<file path="config.mk">
export PLATFORM = sky130hd
export DESIGN_NAME = rssb_datapath
export DESIGN_NICKNAME = d
export VERILOG_FILES = /design/src/rtl/rssb_datapath.sv
export SDC_FILE = /design/constraint.sdc
export NUM_CORES = 1
export LEC_CHECK = 0
export ABC_AREA = 1
export BUFFER_PORTS_ARGS = -buffer_cell sky130_fd_sc_hd__buf_2
export CORE_UTILIZATION = 55
export DETAILED_ROUTE_END_ITERATION = 16
export PLACE_DENSITY = 0.87
export SYNTH_ARGS = -nofsm -noshare
export SYNTH_HDL_FRONTEND = slang
export SYNTH_SLANG_ARGS = --single-unit
</file>
<file path="constraint.sdc">
create_clock -name clk -period 6 [get_ports clk]
set_clock_uncertainty 0.1 [all_clocks]
set_input_delay 0.9 -clock clk [delete_from_list [all_inputs] [get_ports clk]]
set_output_delay 0.9 -clock clk [all_outputs]
set_load 0.01 [all_outputs]
</file>
<file path="src/rtl/rssb_datapath.sv">
// RSSB datapath: PC, ACC and OP1 registers, reverse subtract, special memory locations.
// Optional memory-mapped I/O at addresses 3/4 is enabled by defining RSSB_IO_EN.
module rssb_datapath #(
   parameter int WIDTH    = 16,
   parameter int ADDR_W   = 8,
   parameter int RESET_PC = 5
) (
   input  logic              clk,
   input  logic              rst,
   input  logic              sel_pc,
   input  logic              sel_mem,
   input  logic              write_op1,
   input  logic              write_acc,
   input  logic              write_mem,
   input  logic              write_pc,
   output logic              neg,
   output logic [ADDR_W-1:0] mem_addr,
   input  logic [WIDTH-1:0]  mem_rdata,
   output logic [WIDTH-1:0]  mem_wdata,
   output logic              mem_we,
   output logic [ADDR_W-1:0] pc_o,
   output logic [WIDTH-1:0]  acc_o,
   input  logic [WIDTH-1:0]  io_in,
   output logic [WIDTH-1:0]  io_out,
   output logic              io_out_valid
);

   localparam logic [ADDR_W-1:0] ADDR_PC   = ADDR_W'(0);
   localparam logic [ADDR_W-1:0] ADDR_ACC  = ADDR_W'(1);
   localparam logic [ADDR_W-1:0] ADDR_ZERO = ADDR_W'(2);

   logic [ADDR_W-1:0] pc;
   logic [ADDR_W-1:0] op1;
   logic [ADDR_W-1:0] addr;
   logic [WIDTH-1:0]  acc;
   logic [WIDTH-1:0]  rdval;
   logic [WIDTH-1:0]  result;
   logic              pc_load;
   logic              ram_space;

   assign addr = sel_mem ? pc : op1;

`ifdef RSSB_IO_EN
   localparam logic [ADDR_W-1:0] ADDR_IO_IN  = ADDR_W'(3);
   localparam logic [ADDR_W-1:0] ADDR_IO_OUT = ADDR_W'(4);

   logic io_wr;

   assign io_wr     = write_mem && (addr == ADDR_IO_OUT);
   assign ram_space = (addr > ADDR_ZERO) && (addr != ADDR_IO_OUT);
`else
   assign ram_space = addr > ADDR_ZERO;
`endif

   always_comb begin
      rdval = mem_rdata;
      case (addr)
         ADDR_PC:     rdval = WIDTH'(pc);
         ADDR_ACC:    rdval = acc;
         ADDR_ZERO:   rdval = '0;
`ifdef RSSB_IO_EN
         ADDR_IO_IN:  rdval = io_in;
         ADDR_IO_OUT: rdval = io_out;
`endif
         default:     rdval = mem_rdata;
      endcase
   end

   assign result    = rdval - acc;
   assign neg       = result[WIDTH-1];
   assign mem_wdata = result;
   assign pc_load   = write_mem && (addr == ADDR_PC);
   // NOTE: gating with rst keeps a half-finished instruction from reaching RAM during reset.
   assign mem_we    = write_mem && ram_space && !rst;
   assign mem_addr  = addr;
   assign pc_o      = pc;
   assign acc_o     = acc;

   // A write to address 0 is a jump and takes priority over the sequential increment.
   always_ff @(posedge clk or posedge rst) begin
      if (rst) begin
         pc  <= ADDR_W'(RESET_PC);
         acc <= '0;
         op1 <= '0;
      end else begin
         if (pc_load)
            pc <= result[ADDR_W-1:0];
         else if (write_pc)
            pc <= pc + (sel_pc ? ADDR_W'(2) : ADDR_W'(1));
         if (write_acc)
            acc <= result;
         if (write_op1)
            op1 <= rdval[ADDR_W-1:0];
      end
   end

`ifdef RSSB_IO_EN
   always_ff @(posedge clk or posedge rst) begin
      if (rst) begin
         io_out       <= '0;
         io_out_valid <= 1'b0;
      end else begin
         io_out_valid <= io_wr;
         if (io_wr)
            io_out <= result;
      end
   end
`else
   logic unused_io;

   assign io_out       = '0;
   assign io_out_valid = 1'b0;
   assign unused_io    = ^io_in;
`endif

endmodule

</file>
==> results of run 1 <==
[registers in the layout, indices dropped and copies added, names as in the netlist]
register and count:
acc_o 16, pc_o 8, op1 8
[cell usage after synthesis, drive strengths merged]
cell / count
inv: 74
and2: 3
xnor2: 5
a21o: 2
dfstp: 2
or2: 8
clkbuf: 2
conb: 1
nor3: 2
o21bai: 1
o21ai: 40
nand4: 1
nand3: 24
xor2: 8
nand3b: 3
dfrtp: 30
nor4: 1
buf: 23
fa: 2
a21oi: 21
a31oi: 1
nor2: 21
nand2: 152
ha: 17
clkinv: 1
[power by group through the flow]
stage | clock (uW) | sequential, uW | combinational, uW
6_report | 177 | 380 | 1110
5_1_grt | 187 | 392 | 1240
4_1_cts | 180 | 378 | 1100
3_5_place_dp | 0 | 381 | 1100
3_3_place_gp | 0 | 379 | 1070
2_1_floorplan | 0 | 405 | 713
[stage by stage]
stage / hold slack [ps] / setup WS, ps / cell area, sq um
finish: 392 / 1040 / 3400
global placement: 369 / 1230 / 3310
global route: 427 / 834 / 3400
detailed placement: 380 / 1150 / 3310
floorplan: 355 / 1790 / 3030
CTS: 396 / 1130 / 3400
[worst paths after layout]
path	to	slack [ps]	cells after the start
min	op1[1]	390	2
min reg2reg	op1[1]	390	2
max reg2reg	pc_o[6]	2490	18
max	mem_wdata[14]	1040	20
max in group asynchronous	pc_o[2]	4860	3
min in group asynchronous	acc_o[10]	590	3
[layer usage]
metal	vias up	wire, microns	share of wire
met1	1401	3430	0.45
met3	13	432	0.056
met5	-	0	0
li1	1500	-	-
met2	115	3680	0.48
met4	0	120	0.016
[tightest hold or removal path: stages (launching register included)]
cell and delay (ps):
dfrtp_1 350, nand2_1 60, o21ai_2 50
[layout make-up]
type | instances | area (sq um)
Fill cell | 492 | 1740
Sequential cell | 32 | 803
Clock buffer | 6 | 82.6
Inverter | 75 | 290
Clock inverter | 2 | 10.0
Tap cell | 70 | 87.6
Multi-Input combinational cell | 329 | 1750
Timing Repair Buffer | 74 | 373
[cell families after synthesis]
family	count (synthesis)
and+or+nand+nor	215
buffers and inverters	100
AOI/OAI and AO/OA	65
DFF	32
adders and majority gates	19
xor gates and xnor gates	13
other	1
==> results.txt, run 1 <==
status: completed
layout cells sized above 1: 0.222
top post-synthesis cells by area: dfrtp_1 (25%), nand2_1 (18%), inv_1 (8.7%)
sequential cell area fraction in the yosys report: 0.271
Post-Syn Instances: 445
first-pass GRT wire length: 12.0 mm
critical path type: input port to primary output
Placer Congestion: 0.951
Yosys top cell area share: 0.253
vias in the first global route: 2659
remaining global-route overflow: 0
Die H: 75.4 microns
share of power burned in the clock network: 0.106
final core utilization: 0.662
chip width: 75.4 microns
total power: 1670 uW
crit-path cells: buf_2 > inv_8 > nand2_1 > nand2_1 > nand2_2 > nor2_1 > nand3_2 > inv_2 > or2_2 > nand2_2 > fa_1 > nand3b_1 > nand2_1 > nand2_1 > nand2_1 > nand3_1 > nand2_1 > nand2_1 > and2_1 > buf_2
H-tree levels: 2
DR pass1 iterations: 4
DP Wirelength: 5.99 mm
placed cells: 580
Period minus WS final: 4960 ps
Post-route DRC: 0
adder-cell share of the synthesized area: 0.0852
antenna cell count: 0
Comb power frac: 0.667
CTS tree: done
Top Usage Layer GRT: met2
die area: 0.00569 sq mm
Root Buffer: clkbuf_8
post-route ant nets: 0
I/O Buffers: 73
Arrival @ worst endpoint: 3960 ps
Worst Setup End Kind: primary output
leak pwr: 0.00199 uW
post-cts hold buffer count: 0
setup TNS: 0 ps
final layout net count: 576
Critical Path RT: 5000 ps
FP Rows: 26
final setup vio count: 0
post-synth cell types: 41
worst hold path class: flip-flop to flip-flop
largest net degree at the start of global routing: 34
clk slew on worst S/H paths: 70 ps
CORE AREA: 0.00514 sq mm
Synth Area in XOR/XNOR: 0.0384
Gates resized, CTS repair: 0
Worst IR Drop VDD: 0.304 mV
Area Growth Syn to Fin: 14.7%
overall routed net length: 7.67 mm
CP max FO: 14
CP delay by family, top: simple AND/OR/NAND/NOR gates
via count: 3029
CP max-delay cell: fa_1
max-slew violation count: 0
worst hold start: op1[1]
clk_lat worst skew: 290 ps
1st-iter DRT viols: 186
most frequent cells in the layout: nand2_1 (141), buf_2 (73), inv_1 (69)
post-DR vias/cell: 5.15
Post-Synthesis Cell Area: 0.00297 sq mm
mux cell area share after synthesis: 0
initial antenna violation count: 0
non-filler instance count after layout: 588
average size of a mapped cell: 6.66 sq um
RSZ-0062 raised after global routing: no
Syn. warnings: 0
switch share: 0.515
simple-gate share of the synthesized area: 0.330
Critical Path Most Common Cell: nand2_1
sequential power share: 0.228
P_int: 809 uW
initial core utilization: 0.577
largest family of logic cells by synthesized area: simple AND/OR/NAND/NOR gates
Clock Sinks: 32
grt met1 use: 0.390
cts bufs inserted: 5
total I/O pin count: 107
R2R Path Start: pc_o[0]
M3 GR Usage: 0.0489
CP Buf/Inv Count: 4
max incr delay on CP: 440 ps
Total GRT Usage: 0.283
final worst-path cycle share: 0.827
flops & latches, synth: 32
Compound-Gate Fraction of Synth Area: 0.116
leading area contributor after synthesis: dfrtp_1
Setup Buffers After CTS: 0
average wire per standard cell: 13.0 microns
Fin. Hold Viols: 0
Critical path origin: sel_mem
commonest non-fill, non-tap cell in the layout: nand2_1
P_sw: 861 uW
Fmax achieved: 0.202 GHz
Cell Pwr Density: 491 mW/mm^2
maximum clock path buffer count: 2
max_cap viols: 0
grt met2 use: 0.446
crit path launch type: input port
Note: power is estimated with default switching activity, not from simulation.
==> run 2: changes to the inputs <==
Settings changed: CORE_UTILIZATION 55 to 51, PLACE_DENSITY 0.87 to 0.82.
Clock period 6 ns to 4.9 ns, I/O delays scaled along.
==> run 2 against run 1 <==
Effect of this change:
- non-clock buffer count is 2 higher
- via count is 0.43% lower
- sequential power is 22% higher
- core utilization is 4.5 points lower
- final cell count is 0.68% higher
- combinational power is 24% higher
- wire length is 2.4% lower
- hold slack hardly changed
- critical endpoint unchanged
- highest routed layer unchanged
==> results.txt, run 2 (synthesis results as in run 1) <==
status: completed
initial antenna violation count: 0
leak pwr: 0.00200 uW
sequential power share: 0.225
most frequent cells in the layout: nand2_1 (141), buf_2 (73), inv_1 (69)
initial core utilization: 0.535
clk slew on worst S/H paths: 80 ps
post-route ant nets: 0
overall routed net length: 7.48 mm
Worst Setup End Kind: primary output
Critical Path Most Common Cell: nand2_1
die area: 0.00612 sq mm
switch share: 0.508
Period minus WS final: 4520 ps
max-slew violation count: 0
Largest register FFs: 16
crit path launch type: input port
first-pass GRT wire length: 12.5 mm
worst hold path class: flip-flop to flip-flop
Hold Path Depth: 2
max_slew headroom: 0.666
CTS tree: done
number of stages on the worst setup path: 19
setup TNS: 0 ps
Arrival @ worst endpoint: 3690 ps
worst-margin pin slew: 501 ps
Fmax achieved: 0.221 GHz
Worst IR Drop VDD: 0.423 mV
placed cell area: 0.00333 sq mm
CP delay by family, top: simple AND/OR/NAND/NOR gates
RSZ-0062 raised after global routing: no
final setup vio count: 0
antenna cell count: 0
Die H: 78.3 microns
Critical Path RT: 4070 ps
final layout net count: 578
clk_lat worst skew: 290 ps
Gates resized, CTS repair: 0
I/O Buffers: 73
Cell Pwr Density: 604 mW/mm^2
Fin. Hold Viols: 0
fillers: 544
cts bufs inserted: 5
vias in the first global route: 2832
post-cts hold buffer count: 0
Setup Buffers After CTS: 0
CP max-delay cell: fa_1
P_int: 1020 uW
share of power burned in the clock network: 0.106
chip width: 78.3 microns
final worst-path cycle share: 0.923
Comb power frac: 0.669
DR pass1 iterations: 5
largest net degree at the start of global routing: 34
total I/O pin count: 107
Area Growth Syn to Fin: 15.3%
R2R Setup Slk: 1400 ps
max incr delay on CP: 440 ps
FP Rows: 27
average wire per standard cell: 12.6 microns
max_cap viols: 0
CP max FO: 14
P_sw: 1050 uW
CP Buf/Inv Count: 3
Design Area, Final: 0.00342 sq mm
CORE AREA: 0.00554 sq mm
Post-route DRC: 0
Total GRT Usage: 0.261
layout cells sized above 1: 0.225
DP Wirelength: 5.98 mm
post-DR vias/cell: 5.09
1st-iter DRT viols: 228
via count: 3016
commonest non-fill, non-tap cell in the layout: nand2_1
remaining global-route overflow: 0
crit-path cells: buf_2 > nand2_1 > nand2_1 > nand2_2 > nor2_1 > nand3_2 > inv_2 > or2_2 > nand2_2 > fa_1 > nand3b_1 > nand2_1 > nand2_1 > nand2_1 > nand3_1 > nand2_1 > nand2_1 > and2_1 > buf_2
Clock Sinks: 32
maximum clock path buffer count: 2
H-tree levels: 2
total power: 2070 uW
R2R cell count: 19
Root Buffer: clkbuf_8
Placer Congestion: 0.968
critical path type: input port to primary output
## run 2: metal layers
layer / wire (microns) / GRT usage / vias up
met5: 0 / 0 / -
met3: 445 / 0.0384 / 14
met1: 3270 / 0.335 / 1393
met2: 3620 / 0.448 / 108
li1: - / - / 1501
met4: 151 / 0.0815 / 0
## run 2: worst paths after layout
kind	end	from
setup / recovery	mem_wdata[14]	sel_mem
min in group asynchronous	acc_o[10]	rst
hold reg to reg	op1[1]	op1[1]
hold / removal	op1[1]	op1[1]
setup reg to reg	acc_o[6]	pc_o[0]
max in group asynchronous	pc_o[2]	rst
## run 2: area by class of cell
class                      instances  area [sq um]  area share
timing repair buffer              76           388       0.113
tap                               72          90.1      0.0264
multi-input combinational        329          1750       0.513
clock inverter                     2          10.0     0.00293
clock buffer                       6          82.6      0.0242
sequential                        32           803       0.235
inverter                          75           290      0.0849
## run 2: power groups by stage
stage | logic [uW] | clock network [uW] | registers, uW
floorplan | 873 | 0 | 496
global placement | 1350 | 0 | 464
detailed placement | 1370 | 0 | 467
CTS | 1380 | 226 | 464
global route | 1550 | 232 | 480
finish | 1380 | 219 | 465
## run 2: worst min-delay path: stages (launching register included)
cell and delay [ps]:
dfrtp_1 350, nand2_1 70, o21ai_2 50
## run 2: stage by stage
step / hold slack, ps / setup WS, ps / cells / utilization
final: 392 / 376 / 592 / 0.617
after detailed placement: 373 / 378 / 584 / 0.600
after floorplan: 355 / 1020 / 461 / -
after global placement: 370 / 475 / 584 / 0.600
after CTS: 392 / 369 / 592 / 0.617
after global routing: 427 / 79.6 / 592 / 0.617
==> run 3: changes to the inputs <==
Settings changed: CORE_UTILIZATION 51 to 55, PLACE_DENSITY 0.82 to 0.87.
Clock period 4.9 ns to 5.6 ns, I/O delays scaled along.
==> run 3 against run 2 <==
Effect of this change:
- register-to-register slack improved by 780 ps
- critical path type unchanged
- sequential share of layout area increased by 0.12 points
- combinational power decreased by 14%
- via count decreased by 2.1%
- critical path depth up 1
- die area fell by 7.1%
==> results.txt, run 3 (synthesis results as in run 1) <==
Post-route DRC: 0
final setup vio count: 0
final layout net count: 576
critical path type: input port to primary output
leak pwr: 0.00199 uW
average wire per standard cell: 12.6 microns
via count: 2952
1st-iter DRT viols: 142
H-tree levels: 2
crit path launch type: input port
maximum clock path buffer count: 2
R2R Setup Slk: 2180 ps
layout cells sized above 1: 0.222
Worst Setup End Kind: primary output
total I/O pin count: 107
worst hold path class: flip-flop to flip-flop
setup TNS: 0 ps
Area Growth Syn to Fin: 14.7%
fillers: 488
die area: 0.00569 sq mm
chip width: 75.4 microns
Root Buffer: clkbuf_8
final worst-path cycle share: 0.853
I/O Buffers: 73
Fin. Hold Viols: 0
DP Worst Slack: 845 ps
Cell Pwr Density: 524 mW/mm^2
Placer Congestion: 0.955
most frequent cells in the layout: nand2_1 (141), buf_2 (73), inv_1 (69)
CTS tree: done
post-DR vias/cell: 5.02
Die H: 75.4 microns
Worst IR Drop VDD: 0.301 mV
cts bufs inserted: 5
initial antenna violation count: 0
first-pass GRT wire length: 11.9 mm
clk_lat worst skew: 290 ps
FP Rows: 26
post-cts hold buffer count: 0
status: completed
DR pass1 iterations: 5
remaining global-route overflow: 0
antenna cell count: 0
Arrival @ worst endpoint: 3840 ps
DP Wirelength: 5.79 mm
Period minus WS final: 4780 ps
Clock Sinks: 32
post-route ant nets: 0
max-slew violation count: 0
Fmax achieved: 0.209 GHz
commonest non-fill, non-tap cell in the layout: nand2_1
PnR worst setup slack: 823 ps
CP max FO: 14
max_cap viols: 0
clk slew on worst S/H paths: 70 ps
largest net degree at the start of global routing: 34
CORE AREA: 0.00514 sq mm
RSZ-0062 raised after global routing: no
Total GRT Usage: 0.280
overall routed net length: 7.40 mm
initial core utilization: 0.577
Critical Path RT: 4660 ps
vias in the first global route: 2583
Gates resized, CTS repair: 0
Setup Buffers After CTS: 0
Largest register FFs: 16
==> run 3: changes by cell type in the layout (fill, tap and decap cells not counted), sizes merged <==
cell	change
buf	-2
==> run 3: routing by layer <==
metal  track usage  vias up  share of wire
met2         0.427       97           0.46
met3        0.0476       10          0.056
met5             0        -              0
met1         0.400     1356           0.47
li1              -     1489              -
met4        0.0988        0          0.016
==> run 3: path summary, 6_finish.rpt <==
path,from,endpoint,cells past startpoint
max,sel_mem,mem_wdata[14],20
min,op1[1],op1[1],2
max reg2reg,pc_o[0],acc_o[6],18
min reg2reg,op1[1],op1[1],2
max in group asynchronous,rst,pc_o[2],3
min in group asynchronous,rst,acc_o[9],3
==> run 3: final cells by class <==
class                      count  area (sq um)  share of cell area
clock buffer                   6          82.6              0.0243
clock inverter                 2          10.0             0.00294
inverter                      75           290              0.0854
multi-input combinational    329          1750               0.516
sequential                    32           803               0.236
tap                           70          87.6              0.0258
timing repair buffer          74           373               0.110
==> run 3: power breakdown <==
part           switching, uW  internal, uW
logic                    740           444
registers               81.8           324
clock network           93.8          98.1
==> run 3: stage by stage <==
stage	cell area [sq um]	util	hold WS (ps)	total power [uW]	instances
after global routing	3400	0.662	411	1950	588
after floorplan	3030	-	355	1200	461
after global placement	3310	0.644	369	1550	580
after detailed placement	3310	0.644	371	1580	580
final	3400	0.662	390	1780	588
after CTS	3400	0.662	388	1780	588
==> run 3: critical path, stage by stage <==
cell and delay (ps):
buf_2 180, inv_8 100, nand2_1 60, nand2_1 90, nand2_2 90, nor2_1 140, nand3_2 290, inv_2 310
or2_2 170, nand2_2 80, fa_1 440, nand3b_1 180, nand2_1 150, nand2_1 70, nand2_1 140, nand3_1 110
nand2_1 80, nand2_1 60, and2_1 130, buf_2 130
